### src/rtl/cnn1d_frame_ctrl.sv
// Frame sequencer for cnn1d: admits one frame of samples, captures per-lane scores, reports signed argmax.
// Optional WAIT watchdog and ERROR state are compiled in with `define CNN1D_FRAME_CTRL_TIMEOUT_EN.
module cnn1d_frame_ctrl #(
  parameter int DATA_WIDTH     = 32,
  parameter int FRAME_LEN      = 254,
  parameter int NUM_NEURONS    = 2,
  parameter int TIMEOUT_CYCLES = 4096,
  localparam int CLS_W = (NUM_NEURONS > 1) ? $clog2(NUM_NEURONS) : 1
) (
  input  logic                                   clk,
  input  logic                                   rst,
  input  logic                                   ctrl_start,
  output logic                                   ctrl_busy,
  output logic                                   ctrl_error,
  output logic                                   ctrl_ready_in,
  input  logic                                   ctrl_valid_in,
  input  logic [DATA_WIDTH-1:0]                  ctrl_data_in,
  input  logic                                   ctrl_ready_out,
  output logic                                   ctrl_valid_out,
  output logic [DATA_WIDTH-1:0]                  ctrl_data_out,
  input  logic [0:NUM_NEURONS-1]                 score_valid,
  input  logic [0:NUM_NEURONS-1][DATA_WIDTH-1:0] score_data,
  output logic                                   score_ready,
  output logic                                   result_valid,
  input  logic                                   result_ready,
  output logic [CLS_W-1:0]                       result_class,
  output logic [DATA_WIDTH-1:0]                  result_score
);
  localparam int CNT_W = $clog2(FRAME_LEN + 1);

`ifdef CNN1D_FRAME_CTRL_TIMEOUT_EN
  typedef enum logic [2:0] {S_IDLE, S_STREAM, S_WAIT, S_ARGMAX, S_REPORT, S_ERROR} state_t;
`else
  typedef enum logic [2:0] {S_IDLE, S_STREAM, S_WAIT, S_ARGMAX, S_REPORT} state_t;
`endif

  state_t                                 r_state, w_next;
  logic [CNT_W-1:0]                       r_count;
  logic [0:NUM_NEURONS-1]                 r_flag, w_cap;
  logic [0:NUM_NEURONS-1][DATA_WIDTH-1:0] r_score;
  logic [CLS_W-1:0]                       r_idx, r_best_idx, w_best_idx_nx, r_class;
  logic [DATA_WIDTH-1:0]                  r_best, w_best_nx, w_lane0, r_res_score;
  logic                                   w_xfer, w_all, w_gt, w_start, w_last_cmp;

  assign w_xfer     = (r_state == S_STREAM) && ctrl_valid_in && ctrl_ready_out;
  assign w_cap      = (r_state == S_WAIT) ? (score_valid & ~r_flag) : '0;
  assign w_all      = &(r_flag | w_cap);
  // lane 0 may be captured in the very cycle the set completes
  assign w_lane0    = w_cap[0] ? score_data[0] : r_score[0];
  assign w_gt       = $signed(r_score[r_idx]) > $signed(r_best);
  assign w_best_nx     = w_gt ? r_score[r_idx] : r_best;
  assign w_best_idx_nx = w_gt ? r_idx : r_best_idx;
  assign w_last_cmp = (r_idx == CLS_W'(NUM_NEURONS - 1));
  assign result_class = r_class;
  assign result_score = r_res_score;

`ifdef CNN1D_FRAME_CTRL_TIMEOUT_EN
  localparam int WD_W = $clog2(TIMEOUT_CYCLES + 1);
  logic [WD_W-1:0] r_wd;
  logic            w_expire;
  assign w_expire = (r_wd == WD_W'(TIMEOUT_CYCLES - 1));
  assign w_start  = ctrl_start && ((r_state == S_IDLE) || (r_state == S_ERROR));

  // Watchdog: held clear while streaming, counts every WAIT cycle
  always_ff @(posedge clk) begin
    if (rst) begin
      r_wd <= '0;
    end else if (r_state == S_STREAM) begin
      r_wd <= '0;
    end else if (r_state == S_WAIT) begin
      r_wd <= r_wd + WD_W'(1);
    end
  end
`else
  logic w_unused_timeout;
  assign w_unused_timeout = (TIMEOUT_CYCLES == 0);
  assign w_start = ctrl_start && (r_state == S_IDLE);
`endif

  // Next-state logic
  always_comb begin
    w_next = r_state;
    case (r_state)
      S_IDLE: begin
        if (ctrl_start) w_next = S_STREAM;
        else            w_next = S_IDLE;
      end
      S_STREAM: begin
        if (w_xfer && (r_count == CNT_W'(FRAME_LEN - 1))) w_next = S_WAIT;
        else                                             w_next = S_STREAM;
      end
      S_WAIT: begin
        if (w_all) begin
          if (NUM_NEURONS == 1) w_next = S_REPORT;
          else                  w_next = S_ARGMAX;
        end
`ifdef CNN1D_FRAME_CTRL_TIMEOUT_EN
        else if (w_expire) w_next = S_ERROR;
`endif
        else w_next = S_WAIT;
      end
      S_ARGMAX: begin
        if (w_last_cmp) w_next = S_REPORT;
        else            w_next = S_ARGMAX;
      end
      S_REPORT: begin
        if (result_ready) w_next = S_IDLE;
        else              w_next = S_REPORT;
      end
`ifdef CNN1D_FRAME_CTRL_TIMEOUT_EN
      S_ERROR: begin
        if (ctrl_start) w_next = S_STREAM;
        else            w_next = S_ERROR;
      end
`endif
      default: w_next = S_IDLE;
    endcase
  end

  // Handshake and status outputs decoded from state
  always_comb begin
    ctrl_ready_in  = 1'b0;
    ctrl_valid_out = 1'b0;
    ctrl_data_out  = '0;
    score_ready    = 1'b0;
    result_valid   = 1'b0;
    ctrl_busy      = 1'b1;
    ctrl_error     = 1'b0;
    case (r_state)
      S_IDLE:   ctrl_busy = 1'b0;
      S_STREAM: begin
        ctrl_valid_out = ctrl_valid_in;
        ctrl_ready_in  = ctrl_ready_out;
        ctrl_data_out  = ctrl_data_in;
      end
      S_WAIT:   score_ready  = 1'b1;
      S_ARGMAX: ctrl_busy    = 1'b1;
      S_REPORT: result_valid = 1'b1;
`ifdef CNN1D_FRAME_CTRL_TIMEOUT_EN
      S_ERROR: begin
        ctrl_busy  = 1'b0;
        ctrl_error = 1'b1;
      end
`endif
      default:  ctrl_busy = 1'b0;
    endcase
  end

  // State, sample count, lane capture and sequential argmax
  always_ff @(posedge clk) begin
    if (rst) begin
      r_state     <= S_IDLE;
      r_count     <= '0;
      r_flag      <= '0;
      r_score     <= '0;
      r_idx       <= '0;
      r_best      <= '0;
      r_best_idx  <= '0;
      r_class     <= '0;
      r_res_score <= '0;
    end else begin
      r_state <= w_next;
      if (w_start) begin
        r_count <= '0;
        r_flag  <= '0;
      end else begin
        if (w_xfer) r_count <= r_count + CNT_W'(1);
        r_flag <= r_flag | w_cap;
      end
      for (int i = 0; i < NUM_NEURONS; i++) begin
        if (w_cap[i]) r_score[i] <= score_data[i];
      end
      if ((r_state == S_WAIT) && w_all) begin
        r_best     <= w_lane0;
        r_best_idx <= '0;
        r_idx      <= CLS_W'(1);
        if (NUM_NEURONS == 1) begin
          r_class     <= '0;
          r_res_score <= w_lane0;
        end
      end
      if (r_state == S_ARGMAX) begin
        r_best     <= w_best_nx;
        r_best_idx <= w_best_idx_nx;
        r_idx      <= r_idx + CLS_W'(1);
        if (w_last_cmp) begin
          r_class     <= w_best_idx_nx;
          r_res_score <= w_best_nx;
        end
      end
    end
  end
endmodule

### config.mk
export PLATFORM = sky130hd
export DESIGN_NAME = cnn1d_frame_ctrl
export DESIGN_NICKNAME = d
export VERILOG_FILES = /design/src/rtl/cnn1d_frame_ctrl.sv
export SDC_FILE = /design/constraint.sdc
export NUM_CORES = 1
export LEC_CHECK = 0
export ABC_AREA = 1
export ABC_CLOCK_PERIOD_IN_PS = 4100
export CORE_UTILIZATION = 40
export DETAILED_ROUTE_END_ITERATION = 8
export PLACE_DENSITY = 0.68
export SYNTH_ARGS = -nofsm -noshare
export SYNTH_HDL_FRONTEND = slang
export SYNTH_SLANG_ARGS = --single-unit
export TNS_END_PERCENT = 30
### constraint.sdc
create_clock -name clk -period 4.1 [get_ports clk]
set_input_delay 0.41 -clock clk [delete_from_list [all_inputs] [get_ports clk]]
set_output_delay 0.41 -clock clk [all_outputs]
set_load 0.03 [all_outputs]
==> results of run 1 <==
[power by group]
part,internal [uW],switching (uW)
Sequential,1400,1.66
Combinational,134,127
Clock,1070,607
Total,2600,735
[final cells by class]
| type | instances | area (sq um) |
|---|---|---|
| fillers | 1838 | 8602 |
| repair buffers | 188 | 1839 |
| clock inverters | 9 | 155.1 |
| well taps | 260 | 325.3 |
| multi-input cells | 690 | 3990 |
| clock buffers | 23 | 478.0 |
| inverters | 164 | 620.6 |
| flip-flops and latches | 144 | 2883 |
[cells by family (layout without fill, tap and decap cells)]
family                     Yosys count  in the layout  share of synthesized area, %
muxes                               31             31                         3.993
other                                1              1                       0.04826
buffers and inverters              221            384                         11.56
and+or+nand+nor                    429            429                         24.63
xor gates and xnor gates             7              7                        0.7889
DFF                                144            144                         37.10
adders and majority gates           34             34                         5.474
AOI/OAI and AO/OA                  188            188                         16.41
[cells in the final DEF, fill, tap and decap left out, types with 7 or more instances in the layout]
cell type          n
clkdlybuf4s50_1  172
nor2_1           159
nand2_1          144
dfxtp_1          144
inv_1            130
o21ai_0           73
nand3_1           41
nand4_1           36
ha_1              34
inv_2             33
o21ai_1           32
or2_2             31
mux2i_1           31
o22ai_2           29
a21oi_2           29
a21oi_1           20
clkbuf_16         17
buf_4             15
xor2_1             7
[critical path: stages (launching register included)]
cell and delay [ns]:
dfxtp_1 0.32, inv_1 0.06, buf_4 0.20, or2_2 0.28, o21ai_0 0.11, inv_1 0.07, ha_1 0.33, nand2_1 0.12
nor2_2 0.06, nand2_1 0.09, nor2_1 0.05, nand2_1 0.06, nand2_1 0.05, nor2_1 0.15, nand3_2 0.46, nand3_4 0.61
nand2_1 0.16, nand3_1 0.13, a21oi_2 0.06
[sequential cells by signal, indices dropped and copies added (netlist names)]
signal and flops:
r_best 32, r_best_idx 1, r_count 8, r_flag 2, r_idx 1, r_score 64
r_state 3, result_class 1, result_score 32
[per-layer routing]
metal	vias up	global-route usage, %	wire (um)
met1	3412	27.96	9851
li1	3691	-	-
met3	36	5.636	1398
met2	240	38.22	10270
met5	-	0	0
met4	0	8.998	480
[stage by stage]
| step | std cells | power, uW | instance area, sq um | hold WS, ns | utilization (%) |
|---|---|---|---|---|---|
| after CTS | 1478 | 3363 | 10290 | 0.4562 | 54.47 |
| after detailed placement | 1446 | 1696 | 9658 | 0.4467 | 51.12 |
| final | 1478 | 3336 | 10290 | 0.4500 | 54.47 |
| after global routing | 1478 | 3428 | 10290 | 0.4640 | 54.47 |
| after floorplan | 1055 | 1536 | 7771 | 0.4434 | - |
| after global placement | 1446 | 1697 | 9658 | 0.4425 | 51.12 |
[final timing paths]
kind,to,cells past startpoint,slack [ns]
setup reg to reg,r_best[26],18,0.55
hold reg to reg,result_score[25],2,0.45
setup / recovery,r_best[26],18,0.55
hold / removal,result_score[25],2,0.45
==> impl_metrics.yaml, run 1 <==
power:
  power_leakage_uw: 0.004505
  power_density_nw_per_um2: 324.1
  ir_drop_mv: 0.2779
grt:
  grt_pass1_vias: 7220
  grt.total_usage_pct: 22.76
  grt_remaining_overflow: 0
  grt_max_degree: 70
  antenna_found_initial: 0
  grt_pass1_wl_um: 35310
yosys:
  async_flop_share_pct: 0
  synth_ff_type: "dfxtp_1"
  synth_warnings: 0
  synth_edf_count: 0
  synth.avg_cell_area_sq_um: 7.366
  synth_cells: 1055
  yosys-top-cells-count: "nor2_1, dfxtp_1, nand2_1"
  synth.largest_area_cell: "dfxtp_1"
  synth.distinct_cells: 33
  synth_nets: 1193
  synthTopCellsByArea: "dfxtp_1, nor2_1, nand2_1"
  yosysSeqAreaShare_pct: 37.10
  ys_ff_latch: 144
  synth.most_common_cell: "nor2_1"
  syn_area_sq_um: 7771
  synth_top_area_share_pct: 37.10
final_layout:
  nets: 1343
  synthToLayoutAreaGrowth_pct: 32.43
  layout-drive-gt1-share_pct: 14.86
  diodes: 0
sta:
  fmax_ghz: 0.2817
  slew_viol_final: 0
  worst_pin_slew_ns: 0.9798
  hold_viol_final: 0
  fin_skew_ns: 0.007051
  finalSetupTns_ns: 0
  max_slew_margin_pct: 34.68
  finalSetupViolations: 0
  rsz0062_at_grt: "no"
  post-route-min-period_ns: 3.550
  period_share_pct: 86.59
  setup_ws_ns: 0.5500
clocking:
  postCtsHoldBufs: 0
  root_buffer: "clkbuf_16"
  cts_tree: "done"
  cts_resized: 0
  h-tree-depth: 4
  post-cts-setup-buffer-count: 0
  clk_path_buf_depth: 2
  clkLatencyLatePin_ns: 0.43
  path_clk_slew_ns: 0.06
  cts_buffers: 17
  cts.sinks: 144
worst_setup_path:
  arrival_ns: 3.83
  startpoint: "r_idx"
  critPathMaxFanout: 34
  start_kind: "flop"
  r2r-start: "r_idx"
  worstSetupEndpointType: "flop"
  crit_required_ns: 4.38
  worstSetupPathType: "reg -> reg"
die:
  ios: 175
  die_h_um: 141.4
  fp.dieW_um: 141.4
  placeableCoreArea_sq_um: 18890
  start_util_pct: 41.13
  row_count: 50
  dieArea_sq_um: 19990
drt:
  drt-initial-drc-count: 358
  firstDrtPassIters: 5
  drc: 0
  wl_per_cell_um: 14.89
  vias: 7379
  ant_nets: 0
  viasPerCell: 4.993
  routed_wl_um: 22000
run:
  maxCapViolCount: 0
placed_design:
  port_buffers: 173
  gp_congestion: 0.8247
  place_ws_ns: 0.6347
  place_hpwl_um: 14810
worst_hold_path:
  min_from: "result_score[25]"
  holdCritPathClass: "reg -> reg"
outcome:
  status: "complete, no violations"
Note: power is estimated with default switching activity, not from simulation.
==> inputs of run 2 (changes only) <==
Settings changed: CORE_UTILIZATION 40 to 45, PLACE_DENSITY 0.68 to 0.75.
==> impl_metrics.yaml, run 2 (same netlist as run 1, synthesis figures left out) <==
outcome:
  status: "complete, no violations"
grt:
  grt_pass1_vias: 7200
  grt_remaining_overflow: 0
  antenna_found_initial: 0
  grt_max_degree: 70
  grt.total_usage_pct: 25.41
  grt_pass1_wl_um: 35300
sta:
  finalSetupViolations: 0
  timing.hold.ws_ns: 0.4532
  period_share_pct: 83.62
  finalSetupTns_ns: 0
  max_slew_margin_pct: 21.98
  fmax_ghz: 0.2917
  post-route-min-period_ns: 3.428
  slew_viol_final: 0
  fin_skew_ns: 0.007447
  rsz0062_at_grt: "no"
  worst_pin_slew_ns: 1.169
  hold_viol_final: 0
placed_design:
  port_buffers: 173
  place_hpwl_um: 15080
  gp_congestion: 0.8362
  dpl.cell_count: 1403
final_layout:
  layout-drive-gt1-share_pct: 14.65
  nets: 1340
  stdcell_count: 1435
  largest_reg_flops: 64
  final_cell_mix: "clkdlybuf4s50_1, nor2_1, nand2_1, dfxtp_1, inv_1"
  synthToLayoutAreaGrowth_pct: 31.01
  regMostFlops: "r_score"
  utilization_pct: 60.96
  final_common_cell: "clkdlybuf4s50_1"
  diodes: 0
clocking:
  cts_resized: 0
  post-cts-setup-buffer-count: 0
  root_buffer: "clkbuf_16"
  cts.sinks: 144
  clkLatencyLatePin_ns: 0.43
  cts_tree: "done"
  h-tree-depth: 4
  cts_buffers: 17
  postCtsHoldBufs: 0
  clk_path_buf_depth: 2
  path_clk_slew_ns: 0.06
worst_hold_path:
  min_path_cells: 2
  holdCritPathClass: "reg -> reg"
  min_to: "result_score[27]"
  min_from: "result_score[27]"
die:
  placeableCoreArea_sq_um: 16700
  ios: 175
  dieArea_sq_um: 17800
  start_util_pct: 46.53
  die_h_um: 133.4
  fp.dieW_um: 133.4
  row_count: 47
drt:
  drt-initial-drc-count: 678
  viasPerCell: 5.151
  firstDrtPassIters: 5
  ant_nets: 0
  drc: 0
  vias: 7391
  routed_wl_um: 21950
  wl_per_cell_um: 15.30
worst_setup_path:
  worstSetupEndpointType: "flop"
  path_cells: "inv_1 > buf_4 > or2_2 > o21ai_0 > inv_1 > ha_1 > nand2_1 > nand2_1 > nand3_1 > nand2_1 > a21oi_1 > nand2_1 > nand2_1 > nand3_2 > nand3_4 > nand2_1 > nand3_1 > a21oi_2"
  crit_required_ns: 4.38
  r2r-start: "r_idx"
  arrival_ns: 3.71
  critPathMaxFanout: 34
  ff2ff_path_depth: 18
  start_kind: "flop"
  r2r_setup_slack_ns: 0.67
  slowest_delay_ns: 0.50
  worst_path_most_repeated_cell: "nand2_1"
  rr_endpoint: "r_best[19]"
  worstSetupPathType: "reg -> reg"
  cp_slowest_cell: "nand3_4"
power:
  power_density_nw_per_um2: 316.9
  ir_drop_mv: 0.3162
  power_leakage_uw: 0.004474
run:
  maxCapViolCount: 0
-- run 2: changes by cell type in the layout (fill, tap and decap cells not counted) --
cell / delta
buf_4: -3
bufinv_16: -2
clkbuf_8: +1
clkinv_4: +1
-- run 2: metrics by stage --
step	total power, uW	worst slack (ns)	area, sq um
after global routing	3326	0.3668	10180
final	3226	0.6718	10180
after global placement	1696	0.8118	9585
after CTS	3242	0.7118	10180
after detailed placement	1696	0.7494	9585
after floorplan	1536	1.297	7771
-- run 2: worst max-delay path: cells and delay by family, from the launching register on --
family	cells	cell delay, ns
simple gates	11	1.77
flops	1	0.32
fa+ha+maj	1	0.29
compound gates	3	0.35
buf+inv	3	0.52
-- run 2: final cells by class --
cell class                 instances  area [sq um]
timing repair buffer             185          1817
tap                              220         275.3
fill                            1506          6520
clock buffer                      24         491.7
clock inverter                     8         103.9
inverter                         164         620.6
sequential                       144          2883
multi-input combinational        690          3990
-- run 2: worst max-delay path by stage --
stage	slack [ns]	end	depth (start not counted)	start
floorplan	1.30	r_best[5]	19	r_idx
global placement	0.81	r_best[12]	18	r_idx
detailed placement	0.75	r_best[0]	20	r_idx
CTS	0.71	r_best[19]	18	r_idx
global route	0.37	r_best[19]	20	r_idx
finish	0.67	r_best[19]	18	r_idx
-- run 2: report_power, final --
group	switching [uW]	internal (uW)	total [uW]
combinational	128	134	261
sequential	1.72	1400	1400
clock	603	960	1560
-- run 2: layer usage --
layer | vias up | share of wire [%] | track usage (%)
met2 | 278 | 49 | 44.24
li1 | 3686 | - | -
met5 | - | 0 | 0
met4 | 0 | 3.1 | 11.05
met3 | 52 | 6.4 | 6.317
met1 | 3375 | 42 | 29.46
==> inputs of run 3 (changes only) <==
Settings changed: ABC_CLOCK_PERIOD_IN_PS 4100 to 2940, PLACE_DENSITY 0.75 to 0.78.
Clock period 4.1 ns to 2.94 ns, I/O delays scaled along.
==> impl_metrics.yaml, run 3 (same netlist as run 1, synthesis figures left out) <==
outcome:
  status: "complete, no violations"
sta:
  fin_skew_ns: 0.007990
  max_slew_margin_pct: 14.19
  finalSetupViolations: 0
  post-route-min-period_ns: 2.830
  hold_viol_final: 0
  slew_viol_final: 0
  finalSetupTns_ns: 0
  fmax_ghz: 0.3534
  period_share_pct: 96.25
  worst_pin_slew_ns: 1.286
  timing.hold.ws_ns: 0.3567
worst_hold_path:
  holdCritPathClass: "in -> reg"
  min_to: "r_score[25]"
  min_path_cells: 4
  min_from: "rst"
final_layout:
  diodes: 0
  largest_reg_flops: 64
  final_cell_mix: "clkdlybuf4s50_1, nor2_1, dfxtp_1, nand2_1, inv_1"
  final_common_cell: "clkdlybuf4s50_1"
  stdcell_count: 1447
  finalInstanceArea_sq_um: 10610
  synthToLayoutAreaGrowth_pct: 36.48
  nets: 1352
  regMostFlops: "r_score"
  layout-drive-gt1-share_pct: 18.91
clocking:
  cts_tree: "done"
  root_buffer: "clkbuf_16"
  path_clk_slew_ns: 0.06
  cts_buffers: 17
  clkLatencyLatePin_ns: 0.43
  clk_path_buf_depth: 2
  cts.sinks: 144
  h-tree-depth: 4
drt:
  drt-initial-drc-count: 553
  vias: 7616
  firstDrtPassIters: 6
  wl_per_cell_um: 15.57
  viasPerCell: 5.263
  routed_wl_um: 22530
  drc: 0
  ant_nets: 0
grt:
  grt_max_degree: 70
  grt_remaining_overflow: 0
  grt_pass1_vias: 7252
  antenna_found_initial: 0
  grt_pass1_wl_um: 35030
  grt.total_usage_pct: 25.18
placed_design:
  port_buffers: 173
  place_hpwl_um: 15170
  gp_congestion: 0.8644
  placed_area_sq_um: 9663
  dpl.cell_count: 1410
worst_setup_path:
  r2r_setup_slack_ns: 0.11
  ff2ff_path_depth: 19
  worstSetupEndpointType: "flop"
  critPathMaxFanout: 21
  r2r-start: "r_idx"
  worstSetupPathType: "reg -> reg"
  start_kind: "flop"
  arrival_ns: 3.17
  crit_required_ns: 3.29
  rr_endpoint: "r_best[28]"
die:
  row_count: 47
  fp.dieW_um: 133.4
  ios: 175
  start_util_pct: 46.53
  placeableCoreArea_sq_um: 16700
  die_h_um: 133.4
  dieArea_sq_um: 17800
power:
  ir_drop_mv: 0.4011
  power.total_uw: 4522
  power_density_nw_per_um2: 426.4
  power_leakage_uw: 0.004640
run:
  maxCapViolCount: 0
[run 3: cell count changes in the layout (fill, tap and decap cells not counted), sizes merged]
cell	delta
buf	+9
bufinv	+1
clkinv	+3
clkinvlp	-1
[run 3: metal layers]
| metal | vias to the layer above | GRT usage (%) | share of wire, % |
|---|---|---|---|
| met1 | 3547 | 29.40 | 40 |
| li1 | 3716 | - | - |
| met4 | 0 | 9.912 | 2.7 |
| met3 | 50 | 6.697 | 7.9 |
| met5 | - | 0 | 0 |
| met2 | 303 | 43.72 | 49 |
[run 3: where the power goes]
part	total (uW)	switching, uW	internal, uW
Combinational	362	176	186
Clock	2200	835	1370
Sequential	1960	2.25	1950
Total	4520	1010	3510
[run 3: worst max-delay path by stage]
stage,end,start,depth (start not counted)
after global routing,r_best[18],r_idx,20
after global placement,r_best[19],r_idx,17
after CTS,r_best[12],r_idx,17
after floorplan,r_best[5],r_idx,19
after detailed placement,r_best[12],r_idx,18
final,r_best[28],r_idx,19
[run 3: layout make-up]
type / count / area, sq um
clock buffer: 21 / 460.4
clock inverter: 11 / 137.6
fill: 1407 / 6095
inverter: 164 / 620.6
multi-input combinational: 690 / 4189
sequential: 144 / 2884
tap: 220 / 275.3
timing repair buffer: 197 / 2039
[run 3: through the flow]
step,worst slack [ns],util (%)
finish,0.1102,63.51
global route,-0.07427,63.51
CTS,0.04560,61.44
detailed placement,0.06971,57.86
global placement,0.1234,57.86
floorplan,0.1368,-
[run 3: repair_timing]
action                                  in CTS  in global routing
resized for setup                            0                 88
endpoints found under the setup margin       0                 66
buffers inserted                             0                  2
hold buffers                                 0                  0
[run 3: critical path, cell delays in order, from the launching register on]
cell	delay (ns)
dfxtp_2	0.34
inv_2	0.05
buf_12	0.15
or2_2	0.27
o21ai_1	0.14
inv_1	0.08
ha_1	0.29
nand2_1	0.06
nor2_2	0.15
nand2_1	0.11
inv_1	0.06
nand2_1	0.04
nand2_1	0.07
nand2_2	0.07
nand3_2	0.14
nand3_4	0.19
clkbuf_16	0.22
nand2_1	0.08
nand3_1	0.09
a21oi_2	0.14
